$ cat config.mk
export PLATFORM = sky130hd
export DESIGN_NAME = nibble_serial_add_ctrl
export DESIGN_NICKNAME = d
export VERILOG_FILES = /design/src/rtl/nibble_serial_add_ctrl_pkg.sv /design/src/rtl/nibble_serial_add_ctrl_rippleadder.sv /design/src/rtl/nibble_serial_add_ctrl.sv
export SDC_FILE = /design/constraint.sdc
export NUM_CORES = 1
export LEC_CHECK = 0
export CORE_UTILIZATION = 30
export CTS_CLUSTER_SIZE = 14
export DETAILED_ROUTE_END_ITERATION = 12
export PLACE_DENSITY_LB_ADDON = 0.2
export SLEW_MARGIN = 20
export SYNTH_ARGS = -nofsm -noshare
export SYNTH_HDL_FRONTEND = slang
export SYNTH_HIERARCHICAL = 1
export SYNTH_SLANG_ARGS = --single-unit
$ cat constraint.sdc
create_clock -name clk -period 3.3 [get_ports clk]
set_input_delay 0.66 -clock clk [delete_from_list [all_inputs] [get_ports clk]]
set_output_delay 0.66 -clock clk [all_outputs]
set_load 0.05 [all_outputs]
$ cat src/rtl/nibble_serial_add_ctrl_pkg.sv
// Shared definitions for the nibble-serial adder: FSM states and nibble width.
package nibble_serial_add_ctrl_pkg;

    localparam int NIBBLE_W = 4;

    typedef enum logic [1:0] {
        IDLE = 2'd0,
        RUN  = 2'd1,
        DONE = 2'd2
    } state_t;

endpackage

$ cat src/rtl/nibble_serial_add_ctrl_rippleadder.sv
// 4-bit ripple-carry adder; also exposes the carry into the top bit for overflow.
module nibble_serial_add_ctrl_rippleadder
    import nibble_serial_add_ctrl_pkg::*;
(
    input  logic [NIBBLE_W-1:0] i_a,
    input  logic [NIBBLE_W-1:0] i_b,
    input  logic                i_cin,
    output logic [NIBBLE_W-1:0] o_sum,
    output logic                o_cout,
    output logic                o_c_msb
);

    logic [NIBBLE_W:0] w_c;

    assign w_c[0] = i_cin;

    generate
        for (genvar gi = 0; gi < NIBBLE_W; gi++) begin : g_bit
            assign o_sum[gi]   = i_a[gi] ^ i_b[gi] ^ w_c[gi];
            assign w_c[gi + 1] = (i_a[gi] & i_b[gi]) | (w_c[gi] & (i_a[gi] ^ i_b[gi]));
        end
    endgenerate

    assign o_cout  = w_c[NIBBLE_W];
    assign o_c_msb = w_c[NIBBLE_W-1];

endmodule

$ cat src/rtl/nibble_serial_add_ctrl.sv
// Nibble-serial adder with valid/ready handshakes; one 4-bit adder reused LSB-first.
// Define SUBTRACT_EN to add the sub port (a - b via ~b and forced carry-in).
module nibble_serial_add_ctrl
    import nibble_serial_add_ctrl_pkg::*;
#(
    parameter int NIBBLES = 4,
    parameter int W       = NIBBLE_W * NIBBLES
) (
    input  logic         clk,
    input  logic         rst,
    input  logic         in_valid,
    output logic         in_ready,
    input  logic [W-1:0] a,
    input  logic [W-1:0] b,
    input  logic         cin,
`ifdef SUBTRACT_EN
    input  logic         sub,
`endif
    output logic         out_valid,
    input  logic         out_ready,
    output logic [W-1:0] s,
    output logic         cout,
    output logic         ovf
);

    localparam int IDX_W = $clog2(NIBBLES);
    localparam logic [IDX_W-1:0] LAST_IDX = IDX_W'(NIBBLES - 1);

    state_t               r_state;
    logic [IDX_W-1:0]     r_idx;
    logic [W-1:0]         r_a;
    logic [W-1:0]         r_b;
    logic                 r_carry;
    logic [W-1:0]         r_s;
    logic                 r_cout;
    logic                 r_ovf;

    logic [W-1:0]         w_b_eff;
    logic                 w_cin_eff;
    logic [NIBBLE_W-1:0]  w_a_nib;
    logic [NIBBLE_W-1:0]  w_b_nib;
    logic [NIBBLE_W-1:0]  w_sum;
    logic                 w_cout;
    logic                 w_c_msb;

`ifdef SUBTRACT_EN
    // Subtraction is a + ~b + 1, so cin is overridden rather than combined.
    assign w_b_eff   = sub ? ~b : b;
    assign w_cin_eff = sub ? 1'b1 : cin;
`else
    assign w_b_eff   = b;
    assign w_cin_eff = cin;
`endif

    assign w_a_nib = r_a[r_idx*NIBBLE_W +: NIBBLE_W];
    assign w_b_nib = r_b[r_idx*NIBBLE_W +: NIBBLE_W];

    nibble_serial_add_ctrl_rippleadder u_adder (
        .i_a     (w_a_nib),
        .i_b     (w_b_nib),
        .i_cin   (r_carry),
        .o_sum   (w_sum),
        .o_cout  (w_cout),
        .o_c_msb (w_c_msb)
    );

    always_ff @(posedge clk or posedge rst) begin
        if (rst) begin
            r_state <= IDLE;
            r_idx   <= '0;
            r_a     <= '0;
            r_b     <= '0;
            r_carry <= 1'b0;
            r_s     <= '0;
            r_cout  <= 1'b0;
            r_ovf   <= 1'b0;
        end else begin
            case (r_state)
                IDLE: begin
                    if (in_valid) begin
                        r_a     <= a;
                        r_b     <= w_b_eff;
                        r_carry <= w_cin_eff;
                        r_idx   <= '0;
                        r_state <= RUN;
                    end
                end
                RUN: begin
                    r_s[r_idx*NIBBLE_W +: NIBBLE_W] <= w_sum;
                    r_carry <= w_cout;
                    if (r_idx == LAST_IDX) begin
                        r_cout  <= w_cout;
                        r_ovf   <= w_cout ^ w_c_msb;
                        r_state <= DONE;
                    end else begin
                        r_idx <= r_idx + IDX_W'(1);
                    end
                end
                DONE: begin
                    if (out_ready) begin
                        r_state <= IDLE;
                    end
                end
                default: r_state <= IDLE;
            endcase
        end
    end

    assign in_ready  = (r_state == IDLE);
    assign out_valid = (r_state == DONE);
    assign s         = r_s;
    assign cout      = r_cout;
    assign ovf       = r_ovf;

endmodule

==> impl_metrics.yaml, run 1 <==
die:
  die_w_um: 94.7
  dieArea_um2: 8970
  row_count: 33
  ios: 57
  start_util_pct: 31.2
  die_h_um: 94.7
  core-area_um2: 8260
logic_synthesis:
  syn-num-nets: 215
  synth_fa_ha_area_share_pct: 5.53
  synth_top_family_by_area: "multiplexers"
  syn_area_per_cell_um2: 15.3
  synthMuxAreaShare_pct: 21.8
  synthSimpleGateAreaFrac_pct: 7.72
  synth_seq_cells: 55
  seq_area_frac_synth_pct: 53.4
  yosys_warnings: 6
  synthDistinctLibCells: 26
  synthCells: 169
  syn_area_um2: 2580
  synth_xor_area_share_pct: 0.340
  synth-compound-area-share_pct: 6.75
place:
  dp_hpwl_um: 3860
  io_buffers: 56
  place.gp.congestion: 0.717
worst_setup_path:
  crit_family: "adder cells"
  worst_ep_required_time_ns: 3.49
  slowest_stage: "mux4_2"
  cp.arrival_ns: 3.12
  critPathMaxStageDelay_ns: 0.58
  worstSetupPathType: "register to register"
  path_cells: "mux4_2, fa_1, inv_1, fa_1, fa_1, inv_1, fa_1, a22o_1"
  startpoint_type: "register"
  crit_path_frequent_cell: "fa_1"
  crit_fanout: 9
  ff2ff_setup_slack_ns: 0.37
  path_buf_inv: 2
  critPathCaptureType: "register"
min_path:
  min_path_type: "register to register"
clocking:
  cts_hold_buf: 0
  clock-sinks: 55
  path_clk_slew_ns: 0.10
  post-cts-setup-buffer-count: 0
  clock_path_buffers: 2
  cts_resized: 0
  htree_levels: 2
  cts_buffers: 5
  clk_latency_ns: 0.30
  cts_tree: "yes"
  cts-root-buf: "clkbuf_8"
sta:
  hold_viol_final: 0
  report.final.slew_viol_count: 0
  max_freq_mhz: 342
  fin_skew_ns: 0.00892
  post-route-period-util_pct: 88.7
  rsz0062_at_grt: "false"
  max_slew_margin_pct: 53.3
  final.setup.tns_ns: 0
  tightest_slew_ns: 0.701
  setup_viol: 0
  min_period_ns: 2.93
power:
  total_power_w: 0.00358
  leakagePower_nw: 1.44
  power_density_nw_per_um2: 1070
  ir_worst_vdd_mv: 0.461
routing:
  drt-total-wl_um: 5190
  final_antenna_net_count: 0
  wl_per_cell_um: 15.5
  drtIter0Drc: 25
  drt-pass1-iter-count: 4
  vias: 1531
  remaining_drc_errors: 0
  viasPerCell: 4.58
global_routing:
  track_usage_pct: 12.7
  grt_antenna_before_repair: 0
  grt_util_met1_pct: 17.4
  grt_first_pass_wirelength_um: 8550
  grt_use_met3_pct: 2.98
  grt_pass1_vias: 1632
  met2_usage_pct: 20.4
  grt_overflow_total: 0
  top_usage_layer: "met2"
  grt_max_degree: 56
cells_and_area:
  multiInputGateArea_um2: 1090
  final_cell_mix: "56 x clkdlybuf4s50_1, 55 x dfrtp_1, 30 x mux2_2"
  nFillCells: 810
  area_growth_pct: 29.2
  drive_gt1_share_pct: 24.9
  antenna_cells: 0
  layout_commonest_cell: "clkdlybuf4s50_1"
  seq_area_um2: 1380
  final_nets: 275
job:
  cap_viol_max_count: 0
run_status:
  status: "complete, no violations"
[worst paths after layout]
path,from,to,depth (start not counted)
max,r_idx[1]$_DFFE_PP0P_,s[7]$_DFFE_PP0P_,8
min reg2reg,r_a[3]$_DFFE_PP0P_,r_a[3]$_DFFE_PP0P_,1
min,r_a[3]$_DFFE_PP0P_,r_a[3]$_DFFE_PP0P_,1
max reg2reg,r_idx[1]$_DFFE_PP0P_,s[7]$_DFFE_PP0P_,8
max in group asynchronous,rst,s[6]$_DFFE_PP0P_,3
min in group asynchronous,rst,r_a[14]$_DFFE_PP0P_,3
[registers in the layout (all words and copies together) (netlist names)]
name,flops
cout,1
ovf,1
r_a,16
r_b,16
r_carry,1
r_idx,2
r_state,2
s,16
[synthesized netlist by cell type]
cell type | count | area share [%]
dfrtp_1 | 55 | 53
mux2_2 | 30 | 13
a22o_1 | 17 | 5.8
inv_1 | 13 | 1.9
mux4_2 | 8 | 7.0
ha_1 | 5 | 2.4
nor2_1 | 5 | 0.73
buf_6 | 4 | 1.7
fa_1 | 4 | 3.1
mux2_1 | 4 | 1.7
o21ai_0 | 4 | 0.78
nand2_1 | 3 | 0.44
buf_4 | 2 | 0.58
nand3b_4 | 2 | 1.6
nor4b_4 | 2 | 1.8
a21oi_1 | 1 | 0.19
and3_1 | 1 | 0.24
and3b_1 | 1 | 0.34
and4b_1 | 1 | 0.39
and4bb_2 | 1 | 0.49
buf_2 | 1 | 0.19
nand2b_1 | 1 | 0.24
nor2b_1 | 1 | 0.24
nor3b_2 | 1 | 0.49
nor3b_4 | 1 | 0.73
xnor2_1 | 1 | 0.34
[cell type report]
class                           count  area share (%)
Clock buffer                        5            2.07
Timing Repair Buffer               60            18.1
Tap cell                          105            3.95
Inverter                           13            1.47
Clock inverter                      2           0.413
Sequential cell                    55            41.3
Multi-Input combinational cell     94            32.7
[stage by stage]
stage | std cells | instance area (um^2) | hold slack, ns | util [%] | setup slack (ns)
after floorplan | 169 | 2580 | 0.452 | - | 0.484
after detailed placement | 327 | 3250 | 0.488 | 39.3 | 0.387
after global routing | 334 | 3330 | 0.525 | 40.3 | 0.199
after global placement | 327 | 3250 | 0.472 | 39.3 | 0.439
final | 334 | 3330 | 0.503 | 40.3 | 0.374
after CTS | 334 | 3330 | 0.512 | 40.3 | 0.353
[cell families (layout without fill, tap and decap cells)]
group	after synthesis	after routing
flops	55	55
mux	42	42
compound gates	22	22
simple gates	20	20
buf+inv	20	80
fa+ha+maj	9	9
xor+xnor	1	1
[where the power goes]
| group | internal (W) | total, W | switching [W] |
|---|---|---|---|
| Sequential | 0.000977 | 0.00122 | 0.000245 |
| Combinational | 0.000907 | 0.00199 | 0.00109 |
| Clock | 0.000146 | 0.000363 | 0.000217 |
| Total | 0.00203 | 0.00358 | 0.00155 |
[worst reg2reg max path: cells and delay by family, from the launching register on]
family	cells	cell delay [ns]
compound gates	1	0.24
buf+inv	2	0.14
fa+ha+maj	4	1.30
mux	1	0.58
flops	1	0.57
[per-layer routing]
| layer | part of all wire, % | vias up |
|---|---|---|
| li1 | - | 727 |
| met1 | 48 | 761 |
| met2 | 48 | 43 |
| met3 | 3.7 | 0 |
| met4 | 0 | 0 |
| met5 | 0 | - |
(Power assumes the default switching activity.)
==> run 2, diff against run 1 <==
Settings changed: CORE_MARGIN from default to 3, REMOVE_ABC_BUFFERS from default to 1.
Clock period 3.3 ns to 3.05 ns, I/O delays scaled along.
==> impl_metrics.yaml, run 2 (synthesized netlist as in run 1, its figures left out) <==
run_status:
  status: "complete, no violations"
power:
  power_density_nw_per_um2: 1150
  ir_worst_vdd_mv: 0.374
  leakagePower_nw: 1.45
worst_setup_path:
  critPathMaxStageDelay_ns: 0.48
  crit_family: "adder cells"
  startpoint_type: "register"
  worst_ep_required_time_ns: 3.24
  worstSetupPathType: "register to register"
  crit_path_frequent_cell: "fa_1"
  crit_fanout: 10
  path_buf_inv: 3
  critPathCaptureType: "register"
  path_cells: "buf_4, mux4_2, inv_1, fa_1, fa_1, inv_1, fa_1, a22o_1"
  slowest_stage: "fa_1"
  cp.arrival_ns: 2.91
die:
  die_h_um: 98.7
  row_count: 33
  ios: 57
  core-area_um2: 8300
  die_w_um: 98.7
  dieArea_um2: 9740
  start_util_pct: 31.1
clocking:
  htree_levels: 2
  post-cts-setup-buffer-count: 0
  cts_resized: 0
  clock-sinks: 55
  cts-root-buf: "clkbuf_8"
  cts_tree: "yes"
  cts_hold_buf: 0
  cts_buffers: 5
  clock_path_buffers: 2
  clk_latency_ns: 0.30
  path_clk_slew_ns: 0.09
sta:
  tightest_slew_ns: 0.567
  final.setup.tns_ns: 0
  rsz0062_at_grt: "false"
  min_period_ns: 2.72
  hold_viol_final: 0
  max_freq_mhz: 368
  report.final.slew_viol_count: 0
  fin_skew_ns: 0.00297
  post-route-period-util_pct: 89.1
  setup_viol: 0
  max_slew_margin_pct: 62.2
routing:
  remaining_drc_errors: 0
  drt-pass1-iter-count: 4
  wl_per_cell_um: 15.2
  drtIter0Drc: 38
  final_antenna_net_count: 0
  viasPerCell: 4.74
  drt-total-wl_um: 5100
  vias: 1588
cells_and_area:
  drive_gt1_share_pct: 24.8
  layout_commonest_cell: "clkdlybuf4s50_1"
  final_nets: 277
  antenna_cells: 0
  final_cell_mix: "56 x clkdlybuf4s50_1, 55 x dfrtp_1, 30 x mux2_2"
  fin_area_um2: 3330
  nFillCells: 809
  area_growth_pct: 29.4
global_routing:
  grt_first_pass_wirelength_um: 8560
  grt_max_degree: 31
  track_usage_pct: 11.2
  grt_overflow_total: 0
  grt_antenna_before_repair: 0
  grt_pass1_vias: 1637
place:
  place.gp.congestion: 0.751
  io_buffers: 56
  placedInstanceArea_um2: 3260
  dp_hpwl_um: 3910
job:
  cap_viol_max_count: 0
min_path:
  min_path_type: "register to register"
[run 2: changes by cell type in the layout (fill, tap and decap cells not counted)]
cell	change
buf_4	+2
clkbuf_1	+1
clkinv_2	-1
clkinv_4	-1
[run 2: report_power, final]
part	switching, W	total (W)	internal [W]
logic	0.00119	0.00218	0.000987
clock network	0.000219	0.000373	0.000154
registers	0.000217	0.00127	0.00106
total	0.00163	0.00383	0.00220
[run 2: cell type report]
cell class                      count  area, um^2  area share [%]
Timing Repair Buffer               62         618            18.5
Clock buffer                        6        72.6            2.18
Sequential cell                    55        1380            41.3
Multi-Input combinational cell     94        1090            32.6
Tap cell                          105         131            3.94
Inverter                           13        48.8            1.46
[run 2: path summary, 6_finish.rpt]
| kind | from | to | slack, ns | cells past startpoint |
|---|---|---|---|---|
| worst min-delay path | r_b[10]$_DFFE_PP0P_ | r_b[10]$_DFFE_PP0P_ | 0.49 | 1 |
| worst max-delay path | r_idx[1]$_DFFE_PP0P_ | s[3]$_DFFE_PP0P_ | 0.33 | 8 |
| worst min register to register | r_b[10]$_DFFE_PP0P_ | r_b[10]$_DFFE_PP0P_ | 0.49 | 1 |
| max in group asynchronous | rst | s[12]$_DFFE_PP0P_ | 1.82 | 3 |
| min in group asynchronous | rst | r_b[6]$_DFFE_PP0P_ | 0.68 | 2 |
| worst max register to register | r_idx[1]$_DFFE_PP0P_ | s[3]$_DFFE_PP0P_ | 0.33 | 8 |
[run 2: metal layers]
metal | vias to the layer above | wire (um) | GRT usage [%]
met5 | - | 0 | 0
met1 | 809 | 2330 | 14.9
met4 | 0 | 25 | 2.52
met3 | 4 | 238 | 2.83
met2 | 46 | 2510 | 18.4
li1 | 729 | - | -
[run 2: metrics by stage]
stage               util (%)  std cells  hold WS [ns]  setup WS, ns  total power, W
finish                  40.2        335         0.494         0.333         0.00383
global route            40.2        335         0.515         0.187         0.00414
CTS                     40.2        335         0.496         0.303         0.00389
detailed placement      39.3        329         0.473         0.321         0.00351
global placement        39.3        329         0.471         0.342         0.00349
floorplan                  -        162         0.452         0.141         0.00280
